**config.mk**
```make
export PLATFORM = sky130hd
export DESIGN_NAME = el2_lsu_dccm_rmw
export DESIGN_NICKNAME = d
export VERILOG_FILES = /design/src/rtl/el2_lsu_dccm_rmw_pkg.sv /design/src/rtl/el2_lsu_dccm_rmw_ecc_gen.sv /design/src/rtl/el2_lsu_dccm_rmw.sv
export SDC_FILE = /design/constraint.sdc
export NUM_CORES = 1
export LEC_CHECK = 0
export ABC_AREA = 1
export CAP_MARGIN = 15
export CORE_MARGIN = 2
export CORE_UTILIZATION = 40
export CTS_CLUSTER_DIAMETER = 30
export DETAILED_ROUTE_END_ITERATION = 8
export HOLD_SLACK_MARGIN = 0.1
export PLACE_DENSITY_LB_ADDON = 0.05
export SLEW_MARGIN = 20
export SYNTH_ARGS = -nofsm -noshare
export SYNTH_HDL_FRONTEND = slang
export SYNTH_SLANG_ARGS = --single-unit
```
**constraint.sdc**
```tcl
create_clock -name clk -period 2.8 [get_ports clk]
set_input_delay 0.56 -clock clk [delete_from_list [all_inputs] [get_ports clk]]
set_output_delay 0.56 -clock clk [all_outputs]
set_load 0.03 [all_outputs]
```
**src/rtl/el2_lsu_dccm_rmw_pkg.sv**
```systemverilog
// Shared types and helpers for the DCCM store-merge / port-arbitration stage.
package el2_lsu_dccm_rmw_pkg;

    localparam int unsigned DCCM_BITS        = 16;
    localparam int unsigned DCCM_BANK_BITS   = 2;
    localparam int unsigned DCCM_DATA_WIDTH  = 32;
    localparam int unsigned DCCM_FDATA_WIDTH = 39;
    localparam int unsigned DCCM_ECC_WIDTH   = DCCM_FDATA_WIDTH - DCCM_DATA_WIDTH;

    typedef enum logic [1:0] {
        IDLE = 2'b00,
        RD   = 2'b01,
        WR   = 2'b10
    } rmw_state_t;

    typedef enum logic [1:0] {
        SZ_BYTE    = 2'b00,
        SZ_HALF    = 2'b01,
        SZ_WORD    = 2'b10,
        SZ_ILLEGAL = 2'b11
    } st_size_t;

    typedef struct packed {
        logic [DCCM_BITS-1:0]       addr_lo;
        logic [DCCM_BITS-1:0]       addr_hi;
        logic [1:0]                 size;
        logic [DCCM_DATA_WIDTH-1:0] data;
    } st_req_t;

    // Illegal size 3 behaves as a word store.
    function automatic logic [1:0] eff_size(input logic [1:0] size);
        return (size == SZ_ILLEGAL) ? SZ_WORD : size;
    endfunction

    // Last byte address of a store; wraps at the top of the DCCM.
    function automatic logic [DCCM_BITS-1:0] store_addr_hi(input logic [DCCM_BITS-1:0] addr,
                                                           input logic [1:0] size);
        logic [DCCM_BITS-1:0] nbytes;
        nbytes = DCCM_BITS'(1) << eff_size(size);
        return addr + nbytes - DCCM_BITS'(1);
    endfunction

    // Byte enables over {hi word, lo word} for a store starting at byte offset off.
    function automatic logic [7:0] byte_mask(input logic [1:0] off, input logic [1:0] size);
        logic [7:0] m;
        case (eff_size(size))
            SZ_BYTE: m = 8'b0000_0001;
            SZ_HALF: m = 8'b0000_0011;
            default: m = 8'b0000_1111;
        endcase
        return m << off;
    endfunction

    // Right-justified store data with bytes beyond the store size cleared.
    function automatic logic [DCCM_DATA_WIDTH-1:0] size_data(input logic [DCCM_DATA_WIDTH-1:0] data,
                                                             input logic [1:0] size);
        case (eff_size(size))
            SZ_BYTE: return {24'h0, data[7:0]};
            SZ_HALF: return {16'h0, data[15:0]};
            default: return data;
        endcase
    endfunction

endpackage

```
**src/rtl/el2_lsu_dccm_rmw_ecc_gen.sv**
```systemverilog
// 32-bit to 7-bit SECDED check-bit generator (Hamming + overall parity).
module el2_lsu_dccm_ecc_gen
    import el2_lsu_dccm_rmw_pkg::*;
(
    input  logic [DCCM_DATA_WIDTH-1:0] data,
    output logic [DCCM_ECC_WIDTH-1:0]  ecc
);

    logic [5:0] hamming;

    assign hamming[0] = ^(data & 32'h56AA_AD5B);
    assign hamming[1] = ^(data & 32'h9B33_366D);
    assign hamming[2] = ^(data & 32'hE3C3_C78E);
    assign hamming[3] = ^(data & 32'h03FC_07F0);
    assign hamming[4] = ^(data & 32'h03FF_F800);
    assign hamming[5] = ^(data & 32'hFC00_0000);

    assign ecc = {^{data, hamming}, hamming};

endmodule

```
**src/rtl/el2_lsu_dccm_rmw.sv**
```systemverilog
// DCCM port owner: arbitrates loads vs stores and merges sub-word/misaligned stores via read-modify-write.
module el2_lsu_dccm_rmw
    import el2_lsu_dccm_rmw_pkg::*;
(
    input  logic                        clk,
    input  logic                        rst_l,
    input  logic                        st_valid,
    output logic                        st_ready,
    input  logic [DCCM_BITS-1:0]        st_addr,
    input  logic [1:0]                  st_size,
    input  logic [DCCM_DATA_WIDTH-1:0]  st_data,
    input  logic                        ld_valid,
    input  logic [DCCM_BITS-1:0]        ld_addr_lo,
    input  logic [DCCM_BITS-1:0]        ld_addr_hi,
    output logic                        ld_grant,
    output logic                        ld_rd_valid,
    output logic [DCCM_FDATA_WIDTH-1:0] ld_rd_data_lo,
    output logic [DCCM_FDATA_WIDTH-1:0] ld_rd_data_hi,
    output logic                        dccm_wren,
    output logic                        dccm_rden,
    output logic [DCCM_BITS-1:0]        dccm_wr_addr_lo,
    output logic [DCCM_BITS-1:0]        dccm_wr_addr_hi,
    output logic [DCCM_BITS-1:0]        dccm_rd_addr_lo,
    output logic [DCCM_BITS-1:0]        dccm_rd_addr_hi,
    output logic [DCCM_FDATA_WIDTH-1:0] dccm_wr_data_lo,
    output logic [DCCM_FDATA_WIDTH-1:0] dccm_wr_data_hi,
    input  logic [DCCM_FDATA_WIDTH-1:0] dccm_rd_data_lo,
    input  logic [DCCM_FDATA_WIDTH-1:0] dccm_rd_data_hi,
    output logic                        busy
);

    rmw_state_t state, state_nxt;
    st_req_t    req_q, req_d;
    logic [7:0] mask_q, mask_d;

    logic                       misaligned;
    logic [63:0]                st_shift;
    logic [63:0]                rd_word;
    logic [63:0]                merged;
    logic [DCCM_ECC_WIDTH-1:0]  ecc_lo, ecc_hi;

    assign busy          = (state != IDLE);
    assign ld_rd_data_lo = dccm_rd_data_lo;
    assign ld_rd_data_hi = dccm_rd_data_hi;
    assign misaligned    = (req_q.addr_lo[DCCM_BITS-1:2] != req_q.addr_hi[DCCM_BITS-1:2]);

    // Byte merge of store data over the old words read in RD (ECC bits of the read are ignored).
    assign st_shift = 64'(size_data(req_q.data, req_q.size)) << {req_q.addr_lo[1:0], 3'b000};
    assign rd_word  = {dccm_rd_data_hi[DCCM_DATA_WIDTH-1:0], dccm_rd_data_lo[DCCM_DATA_WIDTH-1:0]};

    always_comb begin
        merged = rd_word;
        for (int b = 0; b < 8; b++) begin
            if (mask_q[b]) merged[8*b +: 8] = st_shift[8*b +: 8];
        end
    end

    el2_lsu_dccm_ecc_gen u_ecc_lo (.data(merged[31:0]),  .ecc(ecc_lo));
    el2_lsu_dccm_ecc_gen u_ecc_hi (.data(merged[63:32]), .ecc(ecc_hi));

    always_ff @(posedge clk or negedge rst_l) begin
        if (!rst_l) begin
            state       <= IDLE;
            req_q       <= '0;
            mask_q      <= '0;
            ld_rd_valid <= 1'b0;
        end else begin
            state       <= state_nxt;
            req_q       <= req_d;
            mask_q      <= mask_d;
            ld_rd_valid <= ld_grant;
        end
    end

    always_comb begin
        state_nxt       = state;
        req_d           = req_q;
        mask_d          = mask_q;
        ld_grant        = 1'b0;
        st_ready        = 1'b0;
        dccm_rden       = 1'b0;
        dccm_rd_addr_lo = '0;
        dccm_rd_addr_hi = '0;
        dccm_wren       = 1'b0;
        dccm_wr_addr_lo = '0;
        dccm_wr_addr_hi = '0;
        dccm_wr_data_lo = '0;
        dccm_wr_data_hi = '0;
        case (state)
            IDLE: begin
                ld_grant = ld_valid;
                st_ready = ~ld_valid;
                if (ld_valid) begin
                    dccm_rden       = 1'b1;
                    dccm_rd_addr_lo = ld_addr_lo;
                    dccm_rd_addr_hi = ld_addr_hi;
                end else if (st_valid) begin
                    req_d.addr_lo = st_addr;
                    req_d.addr_hi = store_addr_hi(st_addr, st_size);
                    req_d.size    = st_size;
                    req_d.data    = st_data;
                    mask_d        = byte_mask(st_addr[1:0], st_size);
                    state_nxt     = (eff_size(st_size) == SZ_WORD && st_addr[1:0] == 2'b00) ? WR : RD;
                end
            end
            RD: begin
                dccm_rden       = 1'b1;
                dccm_rd_addr_lo = req_q.addr_lo;
                dccm_rd_addr_hi = req_q.addr_hi;
                state_nxt       = WR;
            end
            WR: begin
                dccm_wren       = 1'b1;
                dccm_wr_addr_lo = req_q.addr_lo;
                dccm_wr_addr_hi = req_q.addr_hi;
                dccm_wr_data_lo = {ecc_lo, merged[31:0]};
                dccm_wr_data_hi = misaligned ? {ecc_hi, merged[63:32]} : {ecc_lo, merged[31:0]};
                state_nxt       = IDLE;
            end
            default: state_nxt = IDLE;
        endcase
    end

endmodule
```
# Yosys cells after proc, flatten, opt, wreduce, memory -nomap -nowiden
# Index checks and enable logic that the tools add are counted.
# Widths: inputs -> output; s select.
# word_totals
memories	0
in_bits	164
rom_bits	0
mem_bits_rw	0
latchBits	0
regBits	77
wordCells	78
# op_classes
div	0
n_addsub	2
n_shift	3
mul	0
n_bitwise	1
mux	33
order_cmp	0
n_eq_ne	10
n_reduce_logical	22
# op_table
cell	count
$reduce_xor 32->1	12
$mux 39	3
$mux 8	11
$reduce_xor 38->1	2
$mux 16	4
$pmux 16 s2	2
$pmux 32 s2	1
$shl 32x5->64	1
$add 16x16->16	1
$shl 1x2->16 const A	1
$sub 16x1->16 const B	1
$ne 14x14->1	1
$mux 2	5
$eq 2x2->1 const B	4
$logic_not 2->1	4
$pmux 4 s2	1
$shl 8x2->8	1
$eq 2x1->1 const B	3
$mux 1	4
$ne 2x2->1 const B	2
$pmux 2 s2	1
$reduce_and 3->1	1
$pmux 1 s2	1
$reduce_and 2->1	1
3 further kinds	3

# Longest topological paths before layout
# Gate-level depths: netlist (run 1).
# logic_depth
word_depth	10
depth_mapped	27

# Modules after synthesis
# Synthesis (run 1) repeated with hierarchy kept, for this count alone.
# hier_totals
hier_cells	2072
hier_area_um2	10765.3
# modules_own_cells
module	area_each_um2	cells_each	seq_area_each_um2	instances
el2_lsu_dccm_rmw	7624.8	1344	1901.8	1
el2_lsu_dccm_ecc_gen	1570.3	364	0.0	2

# Worst setup path after synthesis (run 1)
# OpenSTA, ideal clock, no wires.
# synth_path
kind	input to register
from	input st_size[1]
to	register req_q[47] (netlist name)
required_ps	2666
path_buffers	0
slack_ps	-555
stages	16
t_arrival_ps	3220
cell_sequence	inv_1 > nand2_1 > ha_1 > inv_1 > ha_1 > inv_1 > fa_1 > o31ai_1 > inv_1 > o21ai_0 > a31oi_1 > o21ai_0 > a21oi_1 > o21ai_0 > xor2_1 > o21ai_0
# synth_via
elab_chain_cells	5
# synth_lines
item	line	rtl
from (decl)	el2_lsu_dccm_rmw.sv:10	input logic [1:0] st_size,
$eq 2x2->1	el2_lsu_dccm_rmw_pkg.sv:32	return (size == SZ_ILLEGAL) ? SZ_WORD : size;
$mux 2 (*)	el2_lsu_dccm_rmw_pkg.sv:32	
$shl 1x2->16 (*)	el2_lsu_dccm_rmw_pkg.sv:39	nbytes = DCCM_BITS'(1) << eff_size(size);
$add 16x16->16 (*)	el2_lsu_dccm_rmw_pkg.sv:40	return addr + nbytes - DCCM_BITS'(1);
$sub 16x1->16 (*)	el2_lsu_dccm_rmw_pkg.sv:40	
to (signal assigned)	el2_lsu_dccm_rmw.sv:69	req_q <= req_d;
to (decl)	el2_lsu_dccm_rmw.sv:33	st_req_t req_q, req_d;
# Every way passes the cells marked *; elsewhere a longest branch is shown, timed or not.
# A chain may end at the register's enable or synchronous reset.

# Worst setup path after layout (run 1)
# layout_path
from	register req_q[50] (netlist name)
to	output dccm_wr_data_hi[38]
# layout_via
elab_chain_cells	6
elab_cells_between_ends	25
classes_between	1 x shift; 10 x mux; 14 x reduce/logical
# layout_lines
item	line	rtl
$shl 32x5->64 (*)	el2_lsu_dccm_rmw.sv:48	assign st_shift = 64'(size_data(req_q.data, req_q.size)) << {req_q.addr_lo[1:0], 3'b000};
$mux 8	el2_lsu_dccm_rmw.sv:54	if (mask_q[b]) merged[8*b +: 8] = st_shift[8*b +: 8];
$reduce_xor 32->1, or another cell as far along	el2_lsu_dccm_rmw_ecc_gen.sv:11	assign hamming[0] = ^(data & 32'h56AA_AD5B);
$reduce_xor 38->1	el2_lsu_dccm_rmw_ecc_gen.sv:18	assign ecc = {^{data, hamming}, hamming};
$mux 39 (*)	el2_lsu_dccm_rmw.sv:117	dccm_wr_data_hi = misaligned ? {ecc_hi, merged[63:32]} : {ecc_lo, merged[31:0]};
$mux 39 (*)	el2_lsu_dccm_rmw.sv:89	case (state)
to (decl)	el2_lsu_dccm_rmw.sv:26	output logic [DCCM_FDATA_WIDTH-1:0] dccm_wr_data_hi,
# Marked as above.

==> results.py, run 1 <==
metrics = {
    "yosys": {
        "ys_top_cells_by_count": "nand2_1 (860), inv_1 (164), nand3_1 (162)",
        "synth_most_common_cell": "nand2_1",
        "synth_edf_count": 0,
        "synth_top_area_share_pct": 30.6,
        "synth_cells": 1938,
        "synth_cell_types": 44,
        "yosys_warnings": 0,
        "yosys.area.top_type": "nand2_1",
        "syn_nets": 2120,
        "async_flop_share_pct": 100,
        "ys_seq_area_share_pct": 18.1,
        "ys_seq_elements": 76,
        "synthFlopType": "dfrtp_1",
        "synth_area_leaders": "nand2_1 (31%), dfrtp_1 (18%), nand3_1 (7.7%)",
        "synth_area_per_cell_um2": 5.44,
        "synth_area_um2": 10500,
    },
    "min_path": {
        "hp-class": "in2async",
    },
    "timing": {
        "finClkSkew_ns": 0.0102,
        "period_needed_ns": 3.82,
        "whs_ns": 0.185,
        "final_hold_viol_count": 0,
        "rsz0062_at_grt": "yes",
        "max_freq_mhz": 262,
        "slew_viol_final": 0,
        "relSlewSlack_pct": 60.9,
        "setup_ws_ns": -1.02,
        "timing.final.crit_share_pct": 136,
        "tightest_slew_ns": 0.581,
        "setup_violations": 48,
    },
    "placement": {
        "dp_hpwl_mm": 37.2,
        "placed_area_um2": 15900,
        "routabilityCongestion": 0.961,
        "port_buffers": 361,
    },
    "detailed_routing": {
        "firstDrtPassIters": 5,
        "viasPerCell": 5.19,
        "drc": 0,
        "ant_nets": 0,
        "drtIter0Drc": 1212,
        "wl_per_cell_um": 17.0,
        "vias": 15000,
        "drt_wl_total_mm": 49.2,
    },
    "clock_network": {
        "insertion_delay_ns": 0.34,
        "cts.path.max_buffers": 2,
        "cts.sinks": 76,
        "cts_htree_levels": 3,
        "cts_root_buffer": "clkbuf_16",
        "tritoncts": "yes",
        "cts_buffers": 9,
        "clkTransAtPathRegs_ns": 0.06,
    },
    "global_route": {
        "grt_pass1_wl_mm": 74.0,
        "grt_max_degree": 70,
        "grt_pass1_vias": 14300,
        "grt_overflow_total": 0,
        "grt_use_total_pct": 33.1,
        "antenna_found_initial": 0,
    },
    "setup_path": {
        "setup.worst_path.end_class": "output pin",
        "crit_type": "reg2out",
        "slowest_delay_ns": 0.48,
        "path_buf_inv": 6,
        "path_common_cell": "nand2_2",
        "crit_required_ns": 2.24,
        "slowest_stage": "dfrtp_2",
        "arrival_ns": 3.26,
        "critPathTopFamily": "simple AND/OR/NAND/NOR gates",
        "cp-start-kind": "flop",
        "critPathMaxFanout": 5,
    },
    "cells_and_area": {
        "finalInstanceArea_um2": 19300,
        "drive_gt1_share_pct": 41.1,
        "fill_cells": 2108,
        "diodes": 0,
        "nets": 2725,
        "syn2layout_area_growth_pct": 82.9,
    },
    "floorplanning": {
        "io_pins": 390,
        "core_area_um2": 26000,
        "rows": 59,
        "fp.dieH_um": 166,
        "die_x_um": 166,
        "dieArea_um2": 27700,
        "initial_core_util_pct": 40.5,
    },
    "pwr": {
        "power_density_nw_per_um2": 659,
        "leakage_uw": 0.00981,
        "peakVddDrop_mv": 0.794,
    },
    "status": {
        "run_status": "finished, violations left",
        "violations": "setup timing",
    },
    "flow_run": {
        "maxCapViolations": 0,
    },
}
-- where the power goes --
part           switching (uW)  total (uW)  internal (uW)
clock network             458        1270            810
logic                    5820        9860           4040
registers                 250        1580           1330
-- layer usage --
metal | up-vias | share of wire, % | track usage, %
met5 | - | 0 | 0
met4 | 0 | 4.6 | 13.5
met3 | 141 | 6.7 | 5.08
met2 | 628 | 50 | 60.1
met1 | 6970 | 38 | 38.9
li1 | 7214 | - | -
-- timing repair --
item / CTS / global route
buffers inserted: 67 / 40
setup endpoints to repair: 54 / 59
pin swaps: 62 / 166
gates cloned: 6 / 2
resized for setup: 284 / 359
hold buffers: 0 / 0
-- layout make-up --
type	instances	area [um^2]	area share, %
clock buffers	13	250	1.30
clock inverters	3	68.8	0.357
inverters	194	764	3.97
multi-input cells	1523	8980	46.6
flip-flops and latches	76	1910	9.89
well taps	335	419	2.18
repair buffers	738	6870	35.7
repair inverters	1	7.51	0.0390
-- worst register-to-register path: cells and delay by family (launching register included) --
kind | cells | cell delay, ns
flops | 1 | 0.40
compound gates | 1 | 0.16
buf+inv | 3 | 0.74
simple gates | 4 | 0.74
-- registers in the layout, summed over array words and instances, names as in the netlist --
| signal | flops |
|---|---|
| req_q | 66 |
| mask_q | 7 |
| ld_rd_valid | 1 |
| state | 2 |
-- final timing paths --
check,startpoint,endpoint,slack [ns],cells past startpoint
worst max-delay path,req_q[50],dccm_wr_data_hi[38],-1.02,27
max in group asynchronous,rst_l,req_q[50],1.91,2
worst min register to register,req_q[44],req_q[44],0.51,2
worst max register to register,state[0],req_q[41],0.68,8
worst min-delay path,rst_l,ld_rd_valid,0.18,1
min in group clk,req_q[44],req_q[44],0.51,2
-- through the flow --
step	utilization (%)	instances	power, uW	worst slack, ns	TNS (ns)
6_report	74.1	2883	12700	-1.02	-15.53
5_1_grt	74.1	2883	13500	-1.21	-22.17
4_1_cts	67.9	2847	11000	-0.865	-17.98
3_5_place_dp	61.0	2758	8990	-1.01	-13.47
3_3_place_gp	61.0	2758	8870	-0.989	-12.74
2_1_floorplan	-	1938	6110	-0.0685	-0.155
-- placed cells by master, fill, tap and decap left out, types with 15 or more instances in the layout --
master | synthesis | final
nand3_1 | 162 | 83
o21ai_1 | 6 | 23
nor2_1 | 143 | 107
inv_2 | 27 | 49
nand2_1 | 860 | 656
buf_4 | 88 | 400
nand3_2 | 16 | 80
clkdlybuf4s50_1 | 0 | 238
a21oi_2 | 2 | 25
inv_1 | 164 | 136
nand2_4 | 1 | 48
nand3_4 | 0 | 15
o21ai_0 | 116 | 80
nor2_2 | 7 | 26
a21oi_1 | 72 | 37
dfrtp_1 | 76 | 73
buf_12 | 0 | 37
o21ai_2 | 1 | 17
buf_6 | 9 | 48
nand2_2 | 36 | 190
nor2_4 | 1 | 18
-- logic make-up after synthesis --
kind of cell / synth area share (%)
adder cells (fa/ha/maj): 2.21
AO/OA/AOI/OAI: 12.1
flip-flops: 18.1
buffers and inverters: 16.2
AND/OR/NAND/NOR: 48.7
XOR/XNOR: 2.74
Power figures use the tool's default switching activity.
==> inputs of run 2 (changes only) <==
--- a/config.mk
+++ b/config.mk
@@ -16,4 +16,5 @@
 export SLEW_MARGIN = 20
 export SYNTH_ARGS = -nofsm -noshare
 export SYNTH_HDL_FRONTEND = slang
+export SYNTH_HIERARCHICAL = 1
 export SYNTH_SLANG_ARGS = --single-unit
==> results.py, run 2 <==
metrics = {
    "global_route": {
        "grt_use_total_pct": 31.9,
        "grt_pass1_vias": 13300,
        "antenna_found_initial": 2,
        "grt_overflow_total": 0,
        "grt_pass1_wl_mm": 71.2,
        "grt_max_degree": 77,
    },
    "floorplanning": {
        "rows": 60,
        "dieArea_um2": 28200,
        "fp.dieH_um": 168,
        "initial_core_util_pct": 40.4,
        "die_x_um": 168,
        "core_area_um2": 26700,
        "io_pins": 390,
    },
    "timing": {
        "setup_tns_ns": -11.24,
        "setup_violations": 22,
        "whs_ns": 0.190,
        "timing.final.crit_share_pct": 140,
        "final_hold_viol_count": 0,
        "tightest_slew_ns": 0.706,
        "finClkSkew_ns": 0.00784,
        "max_freq_mhz": 256,
        "setup_ws_ns": -1.11,
        "rsz0062_at_grt": "yes",
        "relSlewSlack_pct": 52.9,
        "slew_viol_final": 0,
        "period_needed_ns": 3.91,
    },
    "yosys": {
        "synth_edf_count": 0,
        "async_flop_share_pct": 100,
        "synth_most_common_cell": "nand2_1",
        "synth_cell_types": 33,
        "synthFlopType": "dfrtp_1",
        "synth_top_area_share_pct": 32.0,
        "syn_nets": 2254,
        "synth_area_per_cell_um2": 5.20,
        "yosys_warnings": 6,
        "synth_area_um2": 10800,
        "synth_cells": 2072,
        "ys_seq_area_share_pct": 17.7,
        "ys_top_cells_by_count": "nand2_1 (919), inv_1 (266), nand3_1 (186)",
        "synth_area_leaders": "nand2_1 (32%), dfrtp_1 (18%), inv_1 (9.3%)",
        "ys_seq_elements": 76,
        "yosys.area.top_type": "nand2_1",
    },
    "setup_path": {
        "cp-start-kind": "flop",
        "path_common_cell": "nand2_1",
        "r2r_end": "req_q[15]",
        "slowest_stage": "dfrtp_2",
        "critPathLaunch": "req_q[50]",
        "rr_worst_depth": 7,
        "critPathMaxFanout": 7,
        "slowest_delay_ns": 0.56,
        "regToRegStartpoint": "state[0]",
        "arrival_ns": 3.35,
        "crit_type": "reg2out",
        "setup.worst_path.end_class": "output pin",
        "crit_path_end": "dccm_wr_data_hi[38]",
        "crit_required_ns": 2.24,
        "r2r_slack_ns": 0.97,
    },
    "detailed_routing": {
        "viasPerCell": 5.07,
        "ant_nets": 0,
        "drc": 0,
        "vias": 15000,
        "wl_per_cell_um": 16.7,
        "drt_wl_total_mm": 49.4,
        "firstDrtPassIters": 6,
        "drtIter0Drc": 1170,
    },
    "pwr": {
        "power_density_nw_per_um2": 647,
        "leakage_uw": 0.0100,
        "peakVddDrop_mv": 0.492,
        "power_frac_seq_pct": 12.7,
        "p_int_uw": 5930,
        "power_frac_comb_pct": 76.1,
        "swShare_pct": 51.0,
        "power.switching_uw": 6170,
        "power_frac_clock_pct": 11.2,
    },
    "cells_and_area": {
        "drive_gt1_share_pct": 34.8,
        "largest_reg_flops": 66,
        "nets": 2787,
        "fill_cells": 2329,
        "regMostFlops": "req_q",
        "final_cell_mix": "nand2_1 (754), buf_4 (363), inv_1 (235), clkdlybuf4s50_1 (215), nand2_2 (166)",
        "layout.cells.non_filler": 2953,
        "reg.largest.list": "req_q (66), mask_q (7), state (2)",
        "final_common_cell": "nand2_1",
        "final_core_util_pct": 70.1,
        "syn2layout_area_growth_pct": 73.6,
    },
    "placement": {
        "dp_hpwl_mm": 39.2,
        "routabilityCongestion": 0.976,
        "place_inst": 2888,
        "port_buffers": 361,
    },
    "clock_network": {
        "clkTransAtPathRegs_ns": 0.07,
        "insertion_delay_ns": 0.34,
        "cts_htree_levels": 3,
        "cts_root_buffer": "clkbuf_16",
        "cts.path.max_buffers": 2,
        "tritoncts": "yes",
        "cts_buffers": 9,
        "cts.sinks": 76,
        "cts_hold_buf": 0,
    },
    "flow_run": {
        "maxCapViolations": 0,
    },
    "min_path": {
        "hp-class": "in2async",
    },
    "status": {
        "violations": "setup timing",
        "run_status": "finished, violations left",
    },
}
==> run 2: metal layers <==
layer / part of all wire (%) / track usage, % / vias up
met4: 3.6 / 8.55 / 0
met1: 42 / 42.7 / 6932
li1: - / - / 7302
met3: 6.7 / 2.77 / 110
met5: 0 / 0 / -
met2: 48 / 55.2 / 625
==> run 2: per-stage QoR <==
| step | setup WS, ns | area, um^2 | power, uW |
|---|---|---|---|
| 6_report | -1.11 | 18700 | 12100 |
| 5_1_grt | -1.30 | 18700 | 12900 |
| 4_1_cts | -1.08 | 16900 | 10500 |
| 3_5_place_dp | -0.998 | 16200 | 8890 |
| 3_3_place_gp | -1.01 | 16200 | 8780 |
| 2_1_floorplan | -0.170 | 10900 | 5990 |
==> run 2: repair_timing <==
item,in CTS,in global routing
setup endpoints to repair,35,47
cloned,3,6
buffers inserted,6,36
gates resized for setup,82,384
pin swaps,4,101
==> run 2: worst min-delay path by stage <==
stage,endpoint,cells after the start
finish,req_q[44],2
global placement,req_q[17],2
global route,req_q[44],2
CTS,req_q[44],2
detailed placement,req_q[17],2
floorplan,ld_rd_valid,0
==> run 2: critical path: cells and delay by family (launching register included) <==
| family | cells | cell delay [ns] |
|---|---|---|
| and+or+nand+nor | 19 | 1.62 |
| buffers and inverters | 7 | 0.85 |
| DFF | 1 | 0.56 |
==> run 2: area by class of cell <==
cell class	instances	area [um^2]	area share, %
clock buffer	10	229	1.23
timing repair buffer	657	6220	33.3
tap	341	427	2.28
sequential	76	1910	10.2
multi-input combinational	1559	8620	46.1
antenna	2	5.00	0.0268
clock inverter	6	113	0.602
inverter	300	1150	6.15
timing repair inverter	2	17.5	0.0937
==> run 2: cells by family after synthesis <==
kind of cell	share of synthesized area [%]
flops	17.7
simple gates	51.5
fa+ha+maj	2.16
compound gates	7.61
xor+xnor	2.52
buf+inv	18.5
==> run 2: power by group through the flow <==
stage	clock [uW]	sequential, uW	combinational [uW]
after detailed placement	0	1510	7380
after CTS	1370	1500	7670
after global routing	1420	1560	9920
final	1350	1530	9210
after floorplan	0	1460	4520
after global placement	0	1500	7280
==> inputs of run 3 (changes only) <==
--- a/config.mk
+++ b/config.mk
@@ -13,7 +13,6 @@
 export DETAILED_ROUTE_END_ITERATION = 8
 export HOLD_SLACK_MARGIN = 0.1
 export PLACE_DENSITY_LB_ADDON = 0.05
-export SLEW_MARGIN = 20
 export SYNTH_ARGS = -nofsm -noshare
 export SYNTH_HDL_FRONTEND = slang
 export SYNTH_HIERARCHICAL = 1
==> results of run 3 <==
Final layout, timing and power as in run 2 (identical DEF).
